### src/rtl/instr_encoder.sv
// Packs symbolic MIPS instructions into 32-bit words and streams them into
// instruction memory through a small FIFO and a valid/ready write port.
module instr_encoder #(
    parameter int DEPTH     = 4,
    parameter int ADDR_W    = 8,
    parameter int BASE_ADDR = 0
) (
    input  logic              clk,
    input  logic              rst,
    input  logic              in_valid,
    output logic              in_ready,
    input  logic [3:0]        in_op,
    input  logic [4:0]        in_rd,
    input  logic [4:0]        in_rs,
    input  logic [4:0]        in_rt,
    input  logic [4:0]        in_shamt,
    input  logic [15:0]       in_imm,
    output logic              mem_we,
    input  logic              mem_ready,
    output logic [ADDR_W-1:0] mem_addr,
    output logic [31:0]       mem_wdata,
    output logic              err,
    output logic [ADDR_W:0]   words
);

    localparam int PW = (DEPTH > 1) ? $clog2(DEPTH) : 1;
    localparam logic [PW:0]       FULL     = (PW + 1)'(DEPTH);
    localparam logic [PW-1:0]     PTR_ONE  = 1;
    localparam logic [PW:0]       CNT_ONE  = 1;
    localparam logic [ADDR_W-1:0] ADDR_ONE = 1;
    localparam logic [ADDR_W:0]   WORD_ONE = 1;
    localparam logic [ADDR_W-1:0] BASE     = ADDR_W'(BASE_ADDR);

    typedef enum logic [3:0] {
        OP_ADD, OP_SUB, OP_AND, OP_OR, OP_XOR, OP_SLL, OP_SRL,
        OP_ADDI, OP_ANDI, OP_ORI, OP_XORI, OP_LUI, OP_LW, OP_SW
    } op_e;

    logic [31:0]   fifo [DEPTH];
    logic [PW-1:0] wr_ptr;
    logic [PW-1:0] rd_ptr;
    logic [PW:0]   count;
    logic [31:0]   enc_word;
    logic          legal;
    logic          accept;
    logic          push;
    logic          pop;

    function automatic logic [31:0] r_word(input logic [4:0] rs, input logic [4:0] rt,
                                           input logic [4:0] rd, input logic [4:0] sh,
                                           input logic [5:0] funct);
        return {6'b000000, rs, rt, rd, sh, funct};
    endfunction

    function automatic logic [31:0] i_word(input logic [5:0] opc, input logic [4:0] rs,
                                           input logic [4:0] rt, input logic [15:0] imm);
        return {opc, rs, rt, imm};
    endfunction

    // Shifts take their operand from rt, so rs is zeroed; other R-types zero shamt.
    always_comb begin
        enc_word = '0;
        legal    = 1'b1;
        case (in_op)
            OP_ADD:  enc_word = r_word(in_rs, in_rt, in_rd, 5'd0, 6'b100000);
            OP_SUB:  enc_word = r_word(in_rs, in_rt, in_rd, 5'd0, 6'b100010);
            OP_AND:  enc_word = r_word(in_rs, in_rt, in_rd, 5'd0, 6'b100100);
            OP_OR:   enc_word = r_word(in_rs, in_rt, in_rd, 5'd0, 6'b100101);
            OP_XOR:  enc_word = r_word(in_rs, in_rt, in_rd, 5'd0, 6'b100110);
            OP_SLL:  enc_word = r_word(5'd0, in_rt, in_rd, in_shamt, 6'b000000);
            OP_SRL:  enc_word = r_word(5'd0, in_rt, in_rd, in_shamt, 6'b000010);
            OP_ADDI: enc_word = i_word(6'b001000, in_rs, in_rt, in_imm);
            OP_ANDI: enc_word = i_word(6'b001100, in_rs, in_rt, in_imm);
            OP_ORI:  enc_word = i_word(6'b001101, in_rs, in_rt, in_imm);
            OP_XORI: enc_word = i_word(6'b001110, in_rs, in_rt, in_imm);
            OP_LUI:  enc_word = i_word(6'b001111, 5'd0, in_rt, in_imm);
            OP_LW:   enc_word = i_word(6'b100011, in_rs, in_rt, in_imm);
            OP_SW:   enc_word = i_word(6'b101011, in_rs, in_rt, in_imm);
            default: legal = 1'b0;
        endcase
    end

    // Readiness comes only from registered occupancy, so a full FIFO stays
    // closed for the cycle in which its head is being popped.
    assign in_ready  = (count < FULL);
    assign accept    = in_valid && in_ready;
    assign push      = accept && legal;
    assign mem_we    = (count != '0);
    assign pop       = mem_we && mem_ready;
    assign mem_wdata = mem_we ? fifo[rd_ptr] : 32'h0;

    always_ff @(posedge clk) begin
        if (push) begin
            fifo[wr_ptr] <= enc_word;
        end
    end

    always_ff @(posedge clk) begin
        if (rst) begin
            wr_ptr   <= '0;
            rd_ptr   <= '0;
            count    <= '0;
            mem_addr <= BASE;
            words    <= '0;
            err      <= 1'b0;
        end else begin
            if (push) begin
                wr_ptr <= wr_ptr + PTR_ONE;
            end
            if (pop) begin
                rd_ptr   <= rd_ptr + PTR_ONE;
                mem_addr <= mem_addr + ADDR_ONE;
                if (words != '1) begin
                    words <= words + WORD_ONE;
                end
            end
            if (accept && !legal) begin
                err <= 1'b1;
            end
            case ({push, pop})
                2'b10:   count <= count + CNT_ONE;
                2'b01:   count <= count - CNT_ONE;
                default: count <= count;
            endcase
        end
    end

endmodule
### config.mk
export PLATFORM = sky130hd
export DESIGN_NAME = instr_encoder
export DESIGN_NICKNAME = d
export VERILOG_FILES = /design/src/rtl/instr_encoder.sv
export SDC_FILE = /design/constraint.sdc
export NUM_CORES = 1
export LEC_CHECK = 0
export BUFFER_PORTS_ARGS = -buffer_cell sky130_fd_sc_hd__buf_2
export CAP_MARGIN = 20
export CORE_MARGIN = 2
export CORE_UTILIZATION = 51
export DETAILED_ROUTE_END_ITERATION = 8
export MAX_ROUTING_LAYER = met4
export PLACE_DENSITY = 0.78
export RECOVER_POWER = 100
export SYNTH_ARGS = -nofsm -noshare
export SYNTH_HDL_FRONTEND = slang
export SYNTH_SLANG_ARGS = --single-unit
### constraint.sdc
create_clock -name clk -period 2.1 [get_ports clk]
set_input_delay 0 -clock clk [delete_from_list [all_inputs] [get_ports clk]]
set_output_delay 0 -clock clk [all_outputs]
set_load 0.1 [all_outputs]
[After elaboration in Yosys (flattened, before gate mapping)]
Memory sizes are Yosys's and may differ from the RTL's. A register that Yosys moved wholly into a read port is not among the register bits.
Cells that the tools add are included.
Word-level totals
  input port bits: 44
  register bits: 25
  output and inout port bits: 52
  memories kept: 1
  logic and storage cells: 48
  RAM bits: 128
Cells by class
  reduce and logical (&&, ||, !) cells: 10
  $add $sub $neg: 6
  $lt $le $gt $ge: 1
  equal/unequal tests: 16
  muxes and demuxes: 8
Memories
  fifo: depth 4, width 32, rd ports 1, clocked after memory_dff 1, wr ports 1, RTL line 39  | logic [31:0] fifo [DEPTH];
Operators with widths (count)
  $pmux 32 s14: 1
  $mux 32: 1
  $eq 4x4->1 const B: 6
  $eq 4x3->1 const B: 4
  $reduce_or 14->1: 1
  $add 9x1->9 const B: 1
  $ne 9x9->1 const B: 1
  $add 8x1->8 const B: 1
  $eq 4x2->1 const B: 2
  $pmux 3 s2: 1
  $add 2x1->2 const B: 2
  $eq 4x1->1 const B: 1
  $logic_and 1x1->1: 4
  $logic_not 4->1: 1
  $mux 2: 2
  $add 3x1->3 const B: 1
  $lt 3x3->1 const B: 1
  $mux 1: 3
  $reduce_bool 3->1: 1
  $sub 3x1->3 const B: 1
  $eq 2x1->1 const B: 1
  $eq 2x2->1 const B: 1
  $reduce_and 2->1: 1
  $reduce_bool 2->1: 1
  $logic_not 1->1: 1

[Longest topological paths before layout]
Gate-level depths: netlist of the first run.
  depth in word-level cells: 6
  mapped depth: 11
  gate-level depth less buffers: 9

[Worst setup path after synthesis of the first run]
No wires, ideal clock.
  kind: reg2reg
  start point: reg words[2]
  end point: reg words[7]
  clock period less this slack: 2.405 ns
  data required time: 1.979 ns
  path slack: -0.305 ns
  buffers on the path: 0
  cell stages (with the launch flop): 7
  data arrival time: 2.284 ns
  setup time: 0.121 ns
  cells stage by stage: dfxtp_1 -> nand4_1 -> nor3_1 -> ha_1 -> nand3b_1 -> nor4_1 -> mux2_2
Between the ends
  word-level cells in the longest chain between the ends: 2
  elaborated cells between the ends (all ways): 3
  classes of those cells: add/sub (1); eq/ne (1); reduce/logical (1)
RTL lines
  start, declared: RTL line 23  | output logic [ADDR_W:0] words
  start signal, assigned: RTL line 114  | words <= words + WORD_ONE;
  branches (longest 2 deep; another with $add 9x1->9)
Several ways; the timed one is not identified.
A chain may end at the register's enable or synchronous reset.

==> summary.md, run 1 <==
| Metric | Value |
|---|---|
| Status | `finished, final reports clean` |
| Worst Setup Start Kind | `flop` |
| Post-DP HPWL | `8.87 mm` |
| Hold_sp | `in_imm[8]` |
| Fin. Hold Viols | `0` |
| Power Total | `13400 uW` |
| Antenna Cells | `0` |
| Max-cap violation count | `0` |
| Full die area | `0.0137 sq mm` |
| First-pass GRT wire length | `22.2 mm` |
| Storage cell area | `0.00428 sq mm` |
| Number of global-route vias before repair | `4333` |
| Total CTS buffers | `17` |
| Port buffer count | `94` |
| # rows | `41` |
| Sink Count | `151` |
| Antenna violations before repair | `0` |
| DR WL/cell | `18.9 um` |
| Relative slew margins | `0.205` |
| Total met3 wirelength after detailed routing | `618 um` |
| Initial DRT Pass Iterations | `5` |
| Syn avg cell area | `15.5 sq um` |
| I/O pin cnt | `96` |
| Net Count, Synth | `475` |
| Largest net degree at the start of global routing | `32` |
| DR top layer | `met4` |
| Final #Nets | `616` |
| Clock skew after layout | `0.00817 ns` |
| Die width | `117 um` |
| Achievable frequency | `498 MHz` |
| Synthesis Warnings | `0` |
| Vias post-DR | `4151` |
| Required time worst endpoint | `2.10 ns` |
| Synthesized flop and latch total | `151` |
| Most used flip-flop cell after synthesis | `edfxtp_1` |
| All-layer global routing usage | `0.229` |
| Die H | `117 um` |
| Final Max Tran Viols | `0` |
| Crit path arrival time | `2.01 ns` |
| WL met1 | `5.80 mm` |
| Tmin final | `2.01 ns` |
| Final setup violation count | `0` |
| Placed Area | `0.00790 sq mm` |
| Gpl congestion | `0.777` |
| Crit Path Category | `flop to output pin` |
| Crit. End Element | `output pin` |
| Clock slew at reported path FFs | `0.06 ns` |
| Initial Utilization | `0.519` |
| Clk buf depth | `2` |
| Post-route design area | `0.00844 sq mm` |
| VDD IR-drop max | `0.745 mV` |
| Antenna-violating nets left | `0` |
| Drt total wl | `14.1 mm` |
| Vias per cell | `5.55` |
| Worst Tran Pin Value | `1.20 ns` |
| Crit-path max FO | `9` |
| Final period util | `0.956` |
| Area of the core | `0.0126 sq mm` |
| Synthesized area | `0.00653 sq mm` |
| Seq/Total Area, Yosys | `0.653` |
| Critical R2R Launch | `count[2]` |
| Leakage | `0.00298 uW` |
| Met2 routed WL | `7.37 mm` |
| RSZ-0062 raised after global routing | `no` |
| Worst skew pair latency | `0.42 ns` |
| # fillers | `881` |
| Share of cells above drive strength 1 | `0.354` |
| EDFF count, synth | `124` |
| Clock Root Buffer | `clkbuf_16` |
| Cells after synthesis | `422` |
| DRC viols | `0` |
| Layout area overhead | `29.3%` |
| # H-tree levels | `4` |
| Synth unique cells | `51` |
| Initial drt markers | `189` |
| Tightest Hold Check Type | `input pin to flop` |
| Grt total ovfl | `0` |
| TritonCTS clock tree | `done` |
| Power Dens Cells | `1580 mW/mm^2` |
| Async S/R FF share, synth | `0` |
| Area taken by multi-input logic gates | `0.00215 sq mm` |
| TNS Setup | `0 ns` |
-- final timing paths --
| path | depth (start not counted) | slack (ns) | to |
|---|---|---|---|
| worst min-delay path | 3 | 0.02 | fifo[1][8] |
| worst max register to register | 3 | 0.15 | fifo[2][24] |
| worst min register to register | 2 | 0.49 | err |
| worst max-delay path | 4 | 0.09 | mem_wdata[2] |
-- report_power, final --
group | switching (uW) | internal [uW] | total [uW]
combinational | 4470 | 2080 | 6550
sequential | 184 | 3580 | 3760
clock | 1190 | 1870 | 3060
total | 5840 | 7530 | 13400
-- synthesized netlist by cell type, types with 6 or more instances --
cell / number / share of area
inv_1: 12 / 0.0069
o21ai_0: 15 / 0.012
clkbuf_1: 8 / 0.0046
ha_1: 8 / 0.015
nand2_1: 11 / 0.0063
xor2_1: 7 / 0.0094
and2_1: 14 / 0.013
nand3_1: 6 / 0.0046
mux2_2: 8 / 0.014
a21oi_1: 18 / 0.014
or4_1: 6 / 0.0069
nor2b_1: 40 / 0.038
edfxtp_1: 124 / 0.57
mux4_2: 31 / 0.11
o31ai_1: 6 / 0.0069
nor2_1: 14 / 0.0081
a22oi_1: 6 / 0.0069
dfxtp_1: 27 / 0.083
-- critical path, stage by stage, from the launching register on --
cell	delay (ns)
dfxtp_4	0.48
buf_12	0.19
mux4_2	0.56
nor2b_2	0.18
buf_6	0.18
-- cells by family (layout without fill, tap and decap cells) --
family	after synthesis	after routing	synth area share
AO/OA/AOI/OAI	65	65	0.0671
XOR/XNOR	7	7	0.00939
adder cells (fa/ha/maj)	9	9	0.0184
buffers and inverters	34	188	0.0255
flip-flops	151	151	0.653
multiplexers	41	41	0.124
other	1	1	0.000575
AND/OR/NAND/NOR	114	114	0.102
-- repair_timing --
item | in CTS | in global routing
gates resized for setup | 1 | 1
endpoints found under the hold margin | 78 | 0
pin swaps | 1 | 0
gates cloned | 0 | 1
hold buffers | 25 | 0
endpoints found under the setup margin | 14 | 2
buffers inserted | 3 | 0
-- state kept, by name (all words and copies together) (netlist names), named ones only --
register  count
count         3
wr_ptr        2
fifo        124
mem_addr      8
words         9
rd_ptr        2
err           1
-- placed cells by master, fill, tap and decap left out, drive strengths merged, types with 7 or more instances in the layout --
cell type / netlist / routed
a21oi: 18 / 18
and2: 14 / 14
buf: 13 / 86
clkbuf: 9 / 50
dfxtp: 27 / 27
dlygate4sd3: 0 / 25
edfxtp: 124 / 124
ha: 8 / 8
inv: 12 / 16
mux2: 8 / 8
mux4: 31 / 31
nand2: 11 / 11
nor2: 14 / 14
nor2b: 40 / 40
o21ai: 15 / 15
o31ai: 7 / 7
xor2: 7 / 7
-- final cells by class --
class	instances	area share
flip-flops and latches	151	0.507
multi-input cells	237	0.255
repair buffers	144	0.136
clock buffers	17	0.0504
well taps	172	0.0255
clock inverters	15	0.0208
inverters	12	0.00534
-- through the flow --
stage	util	instances	hold WS, ns	setup slack (ns)
4_1_cts	0.699	747	0.00487	0.0336
6_report	0.672	748	0.0223	0.0916
2_1_floorplan	-	422	0.248	-0.0645
5_1_grt	0.672	748	0.0317	0.0231
3_5_place_dp	0.628	687	0.361	0.0519
3_3_place_gp	0.628	687	0.351	0.169
-- metal layers --
| layer | vias to the layer above | global-route usage |
|---|---|---|
| met4 | 0 | 0.108 |
| met1 | 2084 | 0.273 |
| met2 | 132 | 0.378 |
| met5 | - | - |
| met3 | 22 | 0.0448 |
| li1 | 1913 | - |
No activity file was read; power rests on OpenSTA's default activity.
==> run 2, diff against run 1 <==
==> config.mk (replaced) <==
export PLATFORM = sky130hd
export DESIGN_NAME = instr_encoder
export DESIGN_NICKNAME = d
export VERILOG_FILES = /design/src/rtl/instr_encoder.sv
export SDC_FILE = /design/constraint.sdc
export NUM_CORES = 1
export LEC_CHECK = 0
export BUFFER_PORTS_ARGS = -buffer_cell sky130_fd_sc_hd__buf_4
export CAP_MARGIN = 20
export CORE_MARGIN = 3
export CORE_UTILIZATION = 61
export DETAILED_ROUTE_END_ITERATION = 8
export MAX_ROUTING_LAYER = met4
export PLACE_DENSITY = 0.87
export RECOVER_POWER = 100
export SYNTH_ARGS = -nofsm -noshare
export SYNTH_HDL_FRONTEND = slang
export SYNTH_SLANG_ARGS = --single-unit
==> constraint.sdc (replaced) <==
create_clock -name clk -period 2.45 [get_ports clk]
set_input_delay 0 -clock clk [delete_from_list [all_inputs] [get_ports clk]]
set_output_delay 0 -clock clk [all_outputs]
set_load 0.1 [all_outputs]
==> summary.md, run 2 (same netlist as run 1, synthesis figures left out) <==
| Metric | Value |
|---|---|
| Largest net degree at the start of global routing | `32 (unchanged)` |
| Status | `finished, final reports clean` |
| Tmin final | `2.32 ns` |
| Die width | `109 um (-6.6%)` |
| Initial Utilization | `0.629 (+0.110)` |
| Post-route worst hold slack | `0.0471 ns (+0.0248 ns)` |
| Vias per cell | `6.03 (+8.7%)` |
| Drt total wl | `14.8 mm (+5.0%)` |
| RSZ-0062 raised after global routing | `no` |
| Clk buf depth | `2 (unchanged)` |
| Clock slew at reported path FFs | `0.06 ns (about the same)` |
| Total CTS buffers | `17 (unchanged)` |
| Antenna Cells | `0 (unchanged)` |
| First-pass GRT wire length | `23.1 mm (+4.1%)` |
| Power Internal | `5800 uW (-23%)` |
| Crit-path max FO | `24 (+15)` |
| Antenna-violating nets left | `0 (unchanged)` |
| Worst skew pair latency | `0.52 ns (+0.10 ns)` |
| CP max stage cell | `dfxtp_2` |
| Largest regs | `fifo: 124 flops, words: 9 flops, mem_addr: 8 flops` |
| Tightest Hold Check Type | `input pin to flop` |
| Fin. Hold Viols | `0 (unchanged)` |
| Crit. End Element | `output pin` |
| Worst path top cell family by delay | `buffers and inverters` |
| Area of the core | `0.0104 sq mm (-17%)` |
| Relative slew margins | `0.192 (-0.0127)` |
| Initial drt markers | `381 (+100%)` |
| Post-DP HPWL | `8.47 mm (-4.5%)` |
| Final Max Tran Viols | `0 (unchanged)` |
| Final period util | `0.947` |
| Achievable frequency | `431 MHz` |
| Port buffer count | `94 (unchanged)` |
| Post-CTS sizing | `0 (-1)` |
| Required time worst endpoint | `2.45 ns (+0.35 ns)` |
| Leakage | `0.00290 uW (-2.6%)` |
| Net Switching | `4810 uW (-18%)` |
| Final #Nets | `614 (-0.32%)` |
| Crit Path Category | `flop to output pin` |
| # fillers | `581 (-34%)` |
| Most common cell after layout, fill and taps aside | `edfxtp_1` |
| VDD IR-drop max | `1.01 mV (+36%)` |
| Crit path arrival time | `2.32 ns (+0.31 ns)` |
| Initial DRT Pass Iterations | `5 (unchanged)` |
| Number of flip-flops in the largest register | `124 (unchanged)` |
| All-layer global routing usage | `0.271 (+0.0420)` |
| Layout area overhead | `25.5%` |
| Sequential share of power | `0.305 (+0.023)` |
| Switching Share | `0.454 (+0.0167)` |
| Top reg by flops | `fifo` |
| TNS Setup | `0 ns (unchanged)` |
| Max-cap violation count | `0 (unchanged)` |
| DR WL/cell | `20.9 um (+11%)` |
| Full die area | `0.0120 sq mm (-13%)` |
| DRC viols | `0 (unchanged)` |
| Grt total ovfl | `0 (unchanged)` |
| Sink Count | `151 (unchanged)` |
| WP buf/inv | `2 (unchanged)` |
| Clock skew after layout | `0.00973 ns (+0.00156 ns)` |
| Clock Power Share | `0.239 (+0.010)` |
| Antenna violations before repair | `0 (unchanged)` |
| Worst Setup Start Kind | `flop` |
| Vias post-DR | `4277 (+3.0%)` |
| # rows | `37 (-9.8%)` |
| Number of global-route vias before repair | `4322 (-0.25%)` |
| I/O pin cnt | `96 (unchanged)` |
| TritonCTS clock tree | `done` |
| Most frequent cells in the layout | `edfxtp_1, buf_4, nor2b_1` |
| Power Dens Cells | `1300 mW/mm^2 (-18%)` |
| # H-tree levels | `4 (unchanged)` |
| Gpl congestion | `0.739 (-4.9%)` |
| Final setup violation count | `0 (unchanged)` |
| Critical Path, Cell by Cell | `buf_12, mux4_2, nor2b_1, clkbuf_4` |
| Clock Root Buffer | `clkbuf_8` |
| Share of cells above drive strength 1 | `0.269 (-0.0854)` |
| Die H | `109 um (-6.6%)` |
| Slowest cell delay on critical path | `0.53 ns (-0.03 ns)` |
| Combinational fraction of design power | `0.456 (-0.033)` |
| Worst Tran Pin Value | `1.22 ns (+0.0191 ns)` |
## run 2: cell types whose count changed in the layout (fill, tap and decap cells not counted), sizes merged
| cell | change |
|---|---|
| inv | -2 |
| buf | -33 |
| clkbuf | +22 |
| dlygate4sd3 | +10 |
## run 2: worst min-delay path, cell delays in order
cell     delay (ns)
buf_4          0.18
nand2_1        0.09
nor2_1         0.10
## run 2: cell type report
| type | instances | area, sq um | share of cell area |
|---|---|---|---|
| clock buffer | 18 | 418 | 0.0510 |
| multi-input combinational | 237 | 2090 | 0.255 |
| timing repair buffer | 142 | 1050 | 0.128 |
| clock inverter | 13 | 154 | 0.0188 |
| sequential | 151 | 4270 | 0.521 |
| tap | 136 | 170 | 0.0208 |
| inverter | 12 | 45.0 | 0.00550 |
## run 2: path summary, 6_finish.rpt
check | startpoint | slack (ns) | end | cells after the start
hold / removal | in_op[3] | 0.05 | fifo[1][31] | 3
hold reg to reg | words[6] | 0.50 | words[6] | 2
setup reg to reg | count[2] | 0.24 | fifo[1][25] | 3
setup / recovery | flop | 0.13 | mem_wdata[31] | 4
## run 2: power groups by stage
stage	registers, uW	logic [uW]	clock network, uW
2_1_floorplan	3350	3820	0
4_1_cts	3240	4970	2560
3_3_place_gp	3260	4840	0
5_1_grt	3260	5050	2670
6_report	3230	4840	2540
3_5_place_dp	3290	4880	0
## run 2: timing repair
item	CTS	global route
hold buffers	35	0
endpoints found under the hold margin	131	0
endpoints found under the setup margin	0	0
buffers inserted	0	0
## run 2: metrics by stage
stage	util	setup slack [ns]	std cells	cell area [sq um]	total power [uW]
6_report	0.790	0.130	709	8190	10600
5_1_grt	0.790	0.00904	709	8190	11000
4_1_cts	0.802	0.0947	709	8320	10800
3_5_place_dp	0.713	0.321	643	7400	8170
3_3_place_gp	0.713	0.440	643	7400	8090
2_1_floorplan	-	0.0454	422	6530	7170
## run 2: layer usage
metal	global-route usage	part of all wire
met1	0.337	0.38
met2	0.449	0.53
met3	0.0570	0.065
met4	0.0908	0.023
met5	-	0
